## config.mk

```make
export PLATFORM = sky130hd
export DESIGN_NAME = fetch_pc_unit
export DESIGN_NICKNAME = d
export VERILOG_FILES = /design/src/rtl/fetch_pc_unit.sv
export SDC_FILE = /design/constraint.sdc
export NUM_CORES = 1
export LEC_CHECK = 0
export CORE_MARGIN = 2
export CORE_UTILIZATION = 69
export CTS_CLUSTER_SIZE = 28
export DETAILED_ROUTE_END_ITERATION = 7
export DONT_BUFFER_PORTS = 1
export PLACE_DENSITY = 0.85
export SLEW_MARGIN = 30
export SYNTH_ARGS = -nofsm -noshare
export SYNTH_HDL_FRONTEND = slang
export SYNTH_SLANG_ARGS = --single-unit
```

## constraint.sdc

```tcl
create_clock -name clk -period 15.2 [get_ports clk]
set_clock_uncertainty 0.05 [all_clocks]
set_input_delay 2.28 -clock clk [delete_from_list [all_inputs] [get_ports clk]]
set_output_delay 2.28 -clock clk [all_outputs]
set_load 0.005 [all_outputs]
```

## src/rtl/fetch_pc_unit.sv

```systemverilog
// Fetch-stage PC generator with valid/ready instruction-memory requests, F/D register and hold buffer.
// Optional FETCH_MISALIGN_TRAP_EN: misaligned redirect targets raise a sticky trap instead of being aligned.
module fetch_pc_unit #(
  parameter logic [31:0] RESET_PC = 32'h0100_0000,
  parameter logic [31:0] NOP_INSN = 32'h0000_0013
) (
  input  logic        clk,
  input  logic        reset,
  input  logic [1:0]  PC_sel,
  input  logic [31:0] ret_pc,
  input  logic        stall,
  input  logic        imem_ready,
  input  logic [31:0] imem_rdata,
  output logic        imem_req,
  output logic [31:0] imem_addr,
  output logic [31:0] pc_f,
  output logic [31:0] pc_d,
  output logic [31:0] insn_d,
  output logic        valid_d,
  output logic        flush_d,
  output logic        flush_x,
  output logic        misalign_trap,
  output logic [31:0] bad_addr
);

  typedef enum logic [1:0] {S_RUN, S_WAIT, S_REDIR_PEND, S_HOLD} state_t;

  state_t      state, state_nx;
  logic [31:0] pc_f_nx, pc_d_nx, insn_d_nx;
  logic        valid_d_nx;
  logic [31:0] redir_pc, redir_pc_nx;
  logic [31:0] hold_pc, hold_pc_nx, hold_insn, hold_insn_nx;
  logic        redirect, take, req_base, trapped;
  logic [31:0] target;

  assign redirect  = (PC_sel == 2'b01) || (PC_sel == 2'b10);
  assign flush_d   = redirect;
  assign flush_x   = (PC_sel == 2'b10);
  assign imem_addr = pc_f;

`ifdef FETCH_MISALIGN_TRAP_EN
  logic        misaligned, trap_q, trap_nx;
  logic [31:0] bad_q, bad_nx;

  assign misaligned    = redirect && (ret_pc[1:0] != 2'b00);
  assign target        = ret_pc;
  assign take          = redirect && !misaligned;
  assign trapped       = trap_q;
  assign misalign_trap = trap_q;
  assign bad_addr      = bad_q;

  // Only the first misaligned target is recorded; the trap blocks fetch until reset.
  always_comb begin
    trap_nx = trap_q;
    bad_nx  = bad_q;
    if (misaligned && !trap_q) begin
      trap_nx = 1'b1;
      bad_nx  = ret_pc;
    end
  end

  always_ff @(posedge clk or posedge reset) begin
    if (reset) begin
      trap_q <= 1'b0;
      bad_q  <= 32'h0;
    end else begin
      trap_q <= trap_nx;
      bad_q  <= bad_nx;
    end
  end
`else
  assign target        = ret_pc & 32'hFFFF_FFFC;
  assign take          = redirect;
  assign trapped       = 1'b0;
  assign misalign_trap = 1'b0;
  assign bad_addr      = 32'h0;
`endif

  // An issued request must stay up until the memory completes it.
  always_comb begin
    case (state)
      S_RUN:                req_base = !stall && !redirect;
      S_WAIT, S_REDIR_PEND: req_base = 1'b1;
      default:              req_base = 1'b0;
    endcase
  end

  assign imem_req = req_base && !trapped;

  always_comb begin
    state_nx     = state;
    pc_f_nx      = pc_f;
    pc_d_nx      = pc_d;
    insn_d_nx    = insn_d;
    valid_d_nx   = valid_d;
    redir_pc_nx  = redir_pc;
    hold_pc_nx   = hold_pc;
    hold_insn_nx = hold_insn;

    if (redirect) begin
      insn_d_nx  = NOP_INSN;
      valid_d_nx = 1'b0;
      if (!take) begin
        state_nx = S_RUN;
      end else if ((state == S_WAIT || state == S_REDIR_PEND) && !imem_ready) begin
        redir_pc_nx = target;
        state_nx    = S_REDIR_PEND;
      end else begin
        pc_f_nx  = target;
        state_nx = S_RUN;
      end
    end else begin
      if (!stall) begin
        insn_d_nx  = NOP_INSN;
        valid_d_nx = 1'b0;
      end
      case (state)
        S_RUN: begin
          if (imem_req) begin
            if (imem_ready) begin
              pc_d_nx    = pc_f;
              insn_d_nx  = imem_rdata;
              valid_d_nx = 1'b1;
              pc_f_nx    = pc_f + 32'd4;
            end else begin
              state_nx = S_WAIT;
            end
          end
        end
        S_WAIT: begin
          if (imem_ready) begin
            pc_f_nx = pc_f + 32'd4;
            if (stall) begin
              hold_pc_nx   = pc_f;
              hold_insn_nx = imem_rdata;
              state_nx     = S_HOLD;
            end else begin
              pc_d_nx    = pc_f;
              insn_d_nx  = imem_rdata;
              valid_d_nx = 1'b1;
              state_nx   = S_RUN;
            end
          end
        end
        S_REDIR_PEND: begin
          if (imem_ready) begin
            pc_f_nx  = redir_pc;
            state_nx = S_RUN;
          end
        end
        default: begin
          if (!stall) begin
            pc_d_nx    = hold_pc;
            insn_d_nx  = hold_insn;
            valid_d_nx = 1'b1;
            state_nx   = S_RUN;
          end
        end
      endcase
    end
  end

  always_ff @(posedge clk or posedge reset) begin
    if (reset) begin
      state     <= S_RUN;
      pc_f      <= RESET_PC;
      pc_d      <= 32'h0;
      insn_d    <= NOP_INSN;
      valid_d   <= 1'b0;
      redir_pc  <= 32'h0;
      hold_pc   <= 32'h0;
      hold_insn <= 32'h0;
    end else begin
      state     <= state_nx;
      pc_f      <= pc_f_nx;
      pc_d      <= pc_d_nx;
      insn_d    <= insn_d_nx;
      valid_d   <= valid_d_nx;
      redir_pc  <= redir_pc_nx;
      hold_pc   <= hold_pc_nx;
      hold_insn <= hold_insn_nx;
    end
  end

endmodule

```

==> results of run 1 <==
placed cells by master (no fill, tap or decap), drive strengths merged, types with 11 or more instances in the layout:
cell type / synthesis / final
dfrtp: 183 / 183
nor2: 99 / 99
mux2: 90 / 90
a21oi: 81 / 81
nand2: 42 / 42
conb: 1 / 39
mux2i: 37 / 37
nand3: 27 / 27
o21ai: 27 / 27
clkbuf: 38 / 20
and3: 17 / 17
a2bb2oi: 16 / 16
buf: 103 / 13
nand4: 12 / 12
nor2b: 11 / 11
nor3: 11 / 11
inv: 10 / 11
cells in the mapped netlist, types with 17 or more instances:
master / instances
buf_2: 23
nand2_1: 42
nor2_1: 98
o21ai_0: 25
buf_4: 73
dfrtp_1: 183
and3_1: 17
mux2_2: 90
clkbuf_1: 37
nand3_1: 27
mux2i_1: 37
a21oi_1: 80
flip-flops by register name, summed over array words and instances, names as in the netlist:
register	count
insn_d	32
hold_insn	32
valid_d	1
redir_pc	30
state	2
pc_d	30
hold_pc	30
imem_addr	30
power by group through the flow:
| stage | Sequential, uW | Combinational, uW | Clock [uW] |
|---|---|---|---|
| after floorplan | 859 | 691 | 0 |
| after global placement | 944 | 671 | 0 |
| after detailed placement | 963 | 726 | 0 |
| after CTS | 956 | 737 | 483 |
| after global routing | 994 | 812 | 505 |
| final | 961 | 742 | 479 |
metrics by stage:
| step | instances | utilization, % |
|---|---|---|
| 2_1_floorplan | 978 | - |
| 3_3_place_gp | 1028 | 67.8 |
| 3_5_place_dp | 1029 | 68.0 |
| 4_1_cts | 1061 | 72.7 |
| 5_1_grt | 1062 | 72.8 |
| 6_report | 1062 | 72.8 |
cells by family after synthesis:
group / count (synthesis) / share of synthesized area [%]
and+or+nand+nor: 254 / 12.8
AOI/OAI and AO/OA: 201 / 14.1
DFF: 187 / 47.9
buffers and inverters: 151 / 9.13
muxes: 127 / 14.1
xor gates and xnor gates: 13 / 1.16
adders and majority gates: 6 / 0.767
other: 1 / 0.0383
per-layer routing:
| metal | share of wire (%) | global-route usage (%) | vias to the layer above |
|---|---|---|---|
| li1 | - | - | 3110 |
| met5 | 0 | 0 | - |
| met3 | 10 | 8.67 | 54 |
| met1 | 38 | 38.8 | 3567 |
| met2 | 49 | 50.4 | 411 |
| met4 | 3.0 | 14.0 | 0 |
critical path, delay by kind of cell:
kind            cells  cell delay [ps]
simple gates        2              520
compound gates      1              120
buf+inv             2              510
fa+ha+maj           1              300
cell type report:
class | instances | area (um2)
Multi-Input combinational cell | 640 | 4380
Inverter | 10 | 45.0
Sequential cell | 187 | 4680
Tap cell | 180 | 225
Fill cell | 959 | 3770
Clock buffer | 20 | 457
Clock inverter | 12 | 185
Timing Repair Buffer | 13 | 129
worst min path at each step:
| stage | to |
|---|---|
| final | hold_pc[10] |
| after global placement | hold_pc[10] |
| after CTS | hold_pc[10] |
| after global routing | hold_pc[31] |
| after floorplan | hold_pc[10] |
| after detailed placement | hold_pc[10] |
==> flow_metrics.py, run 1 <==
metrics = {
    "cts": {
        "clk_latency_ps": 420,
        "cts.path.max_buffers": 2,
        "cts_tree": "yes",
        "cts_setup_buffers": 0,
        "clockRootBuffer": "clkbuf_16",
        "clock_sinks": 187,
        "clk_pin_slew_ps": 70,
        "post_cts_resized": 0,
        "cts_buffers": 17,
        "hold_buffers": 0,
        "htree_levels": 4,
    },
    "run_status": {
        "status": "complete, no violations",
    },
    "timing": {
        "timing.fmax_mhz": 165,
        "tightestPinTransition_ps": 921,
        "period_needed_ps": 6080,
        "hold_violations": 0,
        "setup_tns_ps": 0,
        "slew_headroom_pct": 38.2,
        "rsz0062_at_grt": "false",
        "setup_ws_ps": 9120,
        "finalCritPeriodShare_pct": 40.0,
        "slew_violations": 0,
        "setup_viol": 0,
        "hold-worst-slack_ps": 436,
    },
    "critical_path": {
        "startpoint": "PC_sel[0]",
        "r2r_start": "state[0]",
        "worst-r2r-setup-slack_ps": 12380,
        "start_kind": "input pin",
        "rr_endpoint": "imem_addr[18]",
        "reg2regPathDepth": 8,
        "cp.arrival_ps": 3750,
        "cp_slowest_cell": "buf_4",
        "crit_end": "imem_req",
        "cpPeakStageDelay_ps": 490,
        "required_ps": 12870,
        "path_max_fanout": 52,
        "crit_path_end_kind": "primary output",
        "critPathKind": "in2out",
        "crit_chain": "inv_1 -> ha_2 -> buf_4 -> and2b_1 -> a21oi_1 -> nor2_1",
    },
    "logic_synthesis": {
        "synthTopCellsByArea": "dfrtp_1 47%, mux2_2 10%, buf_4 5.6%",
        "netlist_instances": 940,
        "synth_area_per_cell_um2": 10.4,
        "synth_area_leader_cell": "dfrtp_1",
        "ys_seq_elements": 187,
        "seq_area_frac_synth_pct": 47.9,
        "yosysWarnings": 0,
        "yosys.area.top_type_share_pct": 46.8,
        "synth-edff-count": 0,
        "synth_area_um2": 9790,
        "async_reset_ff_share_pct": 100,
        "synth_flop_cell": "dfrtp_1",
        "yosysUniqueCellTypes": 67,
    },
    "power_and_ir_drop": {
        "p_switching_uw": 833,
        "irDropWorstVdd_uv": 100,
        "seqPwrFrac_pct": 44.0,
        "p_sw_share_pct": 38.2,
        "p_int_uw": 1350,
        "comb_power_share_pct": 34.0,
        "leakagePower_uw": 0.00449,
        "powerDensity_nw_per_um2": 216,
        "clkPwrFrac_pct": 22.0,
        "power_uw": 2180,
    },
    "global_routing": {
        "first_global_vias": 7149,
        "grt_use_total_pct": 31.0,
        "grt_pass1_wl_um": 36400,
        "gr-total-overflow": 0,
        "grt_max_degree": 116,
        "antenna_found_initial": 0,
    },
    "run": {
        "drv_cap": 0,
    },
    "floorplanning": {
        "core_area_um2": 13900,
        "ios": 235,
        "die_area_um2": 15200,
        "initial_core_util_pct": 70.5,
        "die_y_um": 123,
        "die_w_um": 123,
        "rows": 43,
    },
    "layout": {
        "postLayoutCellArea_um2": 10100,
        "antennaDiodeCount": 0,
        "area_growth_pct": 3.26,
        "layout.nets": 945,
        "drive_gt1_share_pct": 18.1,
    },
    "placement": {
        "gp_congestion": 0.875,
        "dp_hpwl_um": 14900,
        "portBuffers": 0,
        "placed_area_um2": 9450,
        "dp_slack_ps": 9150,
    },
    "worst_hold_path": {
        "min_path_type": "reg2reg",
        "hold_start": "hold_pc[10]",
        "min_path_cells": 2,
    },
    "detailed_routing": {
        "drt-pass1-iter-count": 7,
        "ant_nets": 0,
        "num_vias": 7142,
        "drt_iter0_drc": 658,
        "viasPerCell": 6.73,
        "drt_wl_total_um": 23200,
        "drc": 0,
        "wl_per_cell_um": 21.9,
    },
}
No activity file was read; power rests on OpenSTA's default activity.
==> inputs of run 2 (changes only) <==
CORE_UTILIZATION = 64   (was 69)
PLACE_DENSITY = 0.8   (was 0.85)
clock period = 6.2 ns   (was 15.2 ns; I/O delays follow)
==> flow_metrics.py, run 2 (same netlist as run 1, synthesis figures left out) <==
metrics = {
    "global_routing": {
        "grt_use_total_pct": 27.4,
        "antenna_found_initial": 0,
        "grt_max_degree": 123,
        "first_global_vias": 6691,
        "grt_pass1_wl_um": 35500,
        "gr-total-overflow": 0,
    },
    "power_and_ir_drop": {
        "irDropWorstVdd_uv": 235,
        "leakagePower_uw": 0.00446,
        "powerDensity_nw_per_um2": 516,
    },
    "worst_hold_path": {
        "min_path_type": "in2async",
    },
    "run_status": {
        "status": "complete, no violations",
    },
    "critical_path": {
        "critPathKind": "in2out",
        "crit_path_end_kind": "primary output",
        "start_kind": "input pin",
        "required_ps": 5220,
        "cp.arrival_ps": 2340,
        "path_max_fanout": 45,
    },
    "timing": {
        "tightestPinTransition_ps": 870,
        "setup_tns_ps": 0,
        "hold_violations": 0,
        "period_needed_ps": 3320,
        "slew_violations": 0,
        "rsz0062_at_grt": "false",
        "slew_headroom_pct": 42.0,
        "setup_viol": 0,
        "timing.fmax_mhz": 301,
        "finalCritPeriodShare_pct": 53.6,
    },
    "layout": {
        "layout.nets": 946,
        "n_fill_cell": 1177,
        "area_growth_pct": 3.03,
        "top_regs": "hold_insn (32), insn_d (32)",
        "drive_gt1_share_pct": 18.1,
        "postLayoutCellArea_um2": 10100,
        "final_common_cell": "dfrtp_1",
        "antennaDiodeCount": 0,
        "final_util_pct": 66.8,
        "final_cell_mix": "183 x dfrtp_1, 97 x nor2_1, 90 x mux2_2",
    },
    "detailed_routing": {
        "num_vias": 6904,
        "drt_iter0_drc": 494,
        "drt-pass1-iter-count": 5,
        "ant_nets": 0,
        "drt_wl_total_um": 22100,
        "drc": 0,
        "viasPerCell": 6.45,
        "wl_per_cell_um": 20.7,
    },
    "cts": {
        "cts_tree": "yes",
        "clk_pin_slew_ps": 70,
        "cts_setup_buffers": 0,
        "post_cts_resized": 0,
        "clk_latency_ps": 430,
        "hold_buffers": 0,
        "clock_sinks": 187,
        "cts.path.max_buffers": 2,
        "cts_buffers": 17,
        "htree_levels": 4,
        "clockRootBuffer": "clkbuf_16",
    },
    "floorplanning": {
        "rows": 45,
        "die_area_um2": 16300,
        "core_area_um2": 15100,
        "die_w_um": 128,
        "die_y_um": 128,
        "ios": 235,
        "initial_core_util_pct": 64.9,
    },
    "placement": {
        "dp_hpwl_um": 14100,
        "portBuffers": 0,
        "gp_congestion": 0.830,
        "placed_area_um2": 9470,
    },
    "run": {
        "drv_cap": 0,
    },
}
## run 2: cell types whose count changed in the layout (fill, tap and decap cells not counted), moves of 2 or more
cell | before | now
buf_4 | 10 | 12
bufinv_16 | 4 | 2
clkbuf_1 | 1 | 3
clkinv_4 | 4 | 1
clkinvlp_4 | 1 | 4
## run 2: layout make-up
cell class              instances  area, um2  area share (%)
flip-flops and latches        187       4680            46.5
multi-input cells             640       4390            43.6
clock buffers                  22        464            4.60
well taps                     188        235            2.33
repair buffers                 14        145            1.44
clock inverters                10        118            1.17
inverters                      10       45.0           0.447
## run 2: per-layer routing
layer | share of wire, % | GRT usage, % | wire length (um)
met3 | 9.3 | 8.35 | 2060
met1 | 41 | 36.4 | 9170
met4 | 2.1 | 8.53 | 459
met2 | 47 | 43.8 | 10400
met5 | 0 | 0 | 0
## run 2: through the flow
stage	power, uW	hold WS (ps)	instances	worst slack [ps]
floorplan	3800	400	978	141
global placement	3990	412	1037	2880
detailed placement	4110	425	1038	2870
CTS	5210	453	1070	2870
global route	5540	468	1071	2780
finish	5200	424	1071	2880
## run 2: path summary, 6_finish.rpt
kind                        startpoint            end  slack, ps  cells past startpoint
max                          PC_sel[0]        flush_d       2880                      5
min                              reset      insn_d[8]        420                      1
max reg2reg                   state[1]  imem_addr[28]       3420                      8
min reg2reg                hold_pc[10]    hold_pc[10]        450                      2
max in group asynchronous        reset     insn_d[26]       4200                      2
min in group clk           hold_pc[10]    hold_pc[10]        450                      2
## run 2: power breakdown
| part | switching (uW) | internal [uW] |
|---|---|---|
| Combinational | 939 | 846 |
| Clock | 468 | 616 |
| Sequential | 568 | 1770 |
## run 2: worst max-delay path: stages
cell	delay [ps]
inv_1	20
ha_2	430
buf_4	500
clkinv_1	160
buf_4	270
==> inputs of run 3 (changes only) <==
CORE_UTILIZATION = 58   (was 64)
PLACE_DENSITY = 0.76   (was 0.8)
clock period = 2.9 ns   (was 6.2 ns; I/O delays follow)
==> flow_metrics.py, run 3 (same netlist as run 1, synthesis figures left out) <==
metrics = {
    "run_status": {
        "status": "complete, no violations",
    },
    "timing": {
        "rsz0062_at_grt": "false",
        "slew_violations": 0,
        "hold_violations": 0,
        "setup_viol": 0,
        "finalCritPeriodShare_pct": 83.3,
        "tightestPinTransition_ps": 604,
        "setup_tns_ps": 0,
        "timing.fmax_mhz": 414,
        "period_needed_ps": 2420,
        "slew_headroom_pct": 59.6,
    },
    "power_and_ir_drop": {
        "powerDensity_nw_per_um2": 1100,
        "power_uw": 11400,
        "irDropWorstVdd_uv": 488,
        "leakagePower_uw": 0.00457,
    },
    "global_routing": {
        "grt_use_total_pct": 25.5,
        "first_global_vias": 6824,
        "gr-total-overflow": 0,
        "grt_max_degree": 94,
        "antenna_found_initial": 0,
        "grt_pass1_wl_um": 36300,
    },
    "floorplanning": {
        "ios": 235,
        "core_area_um2": 16500,
        "die_area_um2": 17900,
        "initial_core_util_pct": 59.2,
        "rows": 47,
        "die_w_um": 134,
        "die_y_um": 134,
    },
    "detailed_routing": {
        "drc": 0,
        "drt-pass1-iter-count": 6,
        "num_vias": 6891,
        "wl_per_cell_um": 19.9,
        "ant_nets": 0,
        "viasPerCell": 6.15,
        "drt_wl_total_um": 22300,
        "drt_iter0_drc": 534,
    },
    "cts": {
        "cts_buffers": 17,
        "htree_levels": 4,
        "cts_tree": "yes",
        "clk_pin_slew_ps": 70,
        "clockRootBuffer": "clkbuf_16",
        "post_cts_resized": 0,
        "clock_sinks": 187,
        "clk_latency_ps": 430,
        "cts.path.max_buffers": 2,
    },
    "layout": {
        "drive_gt1_share_pct": 19.4,
        "layout.nets": 963,
        "top_regs": "hold_insn (32), insn_d (32)",
        "area_growth_pct": 5.28,
        "instances_no_fill": 1120,
        "final_cell_mix": "183 x dfrtp_1, 97 x nor2_1, 90 x mux2_2",
        "antennaDiodeCount": 0,
        "postLayoutCellArea_um2": 10300,
        "final_common_cell": "dfrtp_1",
    },
    "placement": {
        "gp_congestion": 0.867,
        "portBuffers": 0,
        "dpl.cell_count": 1087,
        "dp_hpwl_um": 14600,
        "placed_area_um2": 9660,
    },
    "run": {
        "drv_cap": 0,
    },
    "critical_path": {
        "crit_path_end_kind": "flop",
        "path_max_fanout": 25,
        "start_kind": "flop",
        "critPathKind": "reg2reg",
        "required_ps": 3190,
        "cp.arrival_ps": 2710,
    },
    "worst_hold_path": {
        "min_path_type": "in2reg",
    },
}
-- run 3: report_power, final --
| group | total [uW] | internal (uW) | switching [uW] | leakage [uW] |
|---|---|---|---|---|
| registers | 4910 | 3770 | 1140 | 0.00232 |
| logic | 3950 | 1880 | 2070 | 0.00195 |
| clock network | 2510 | 1470 | 1040 | 0.000306 |
-- run 3: worst max-delay path: stages, from the launching register on --
cell and delay (ps):
dfrtp_1 420, inv_1 90, ha_1 460, nor2_1 140, o22ai_2 280, a21o_1 160
buf_4 310, nand2_1 200, o22ai_1 200
-- run 3: final timing paths --
kind,from,end,slack (ps),cells after the start
max reg2reg,state[1],imem_addr[14],480,8
max in group asynchronous,reset,hold_pc[10],1420,3
min,imem_rdata[1],insn_d[1],100,2
min reg2reg,redir_pc[20],redir_pc[20],450,1
max,state[1],imem_addr[14],480,8
min in group asynchronous,reset,hold_insn[10],500,2
-- run 3: through the flow --
stage,setup WS [ps],hold slack (ps),utilization (%)
floorplan,11.8,400,-
global placement,470,331,58.4
detailed placement,439,341,58.4
CTS,497,85.5,62.4
global route,289,81.1,62.4
finish,483,98.8,62.4
-- run 3: metal layers --
layer / global-route usage, % / wire [um] / vias to the layer above
li1: - / - / 3159
met1: 34.7 / 9590 / 3422
met4: 7.15 / 279 / 0
met5: 0 / 0 / -
met2: 39.9 / 10500 / 287
met3: 7.82 / 1930 / 23
-- run 3: area by class of cell --
cell class,count,area (um2)
fill,1321,6220
sequential,187,4680
multi-input combinational,640,4380
clock buffer,19,433
timing repair buffer,31,285
tap,220,275
clock inverter,13,205
inverter,10,41.3
-- run 3: timing repair --
item / in CTS / in global routing
endpoints found under the hold margin: 21 / 0
hold buffers: 1 / 0
setup buffers: 0 / 0
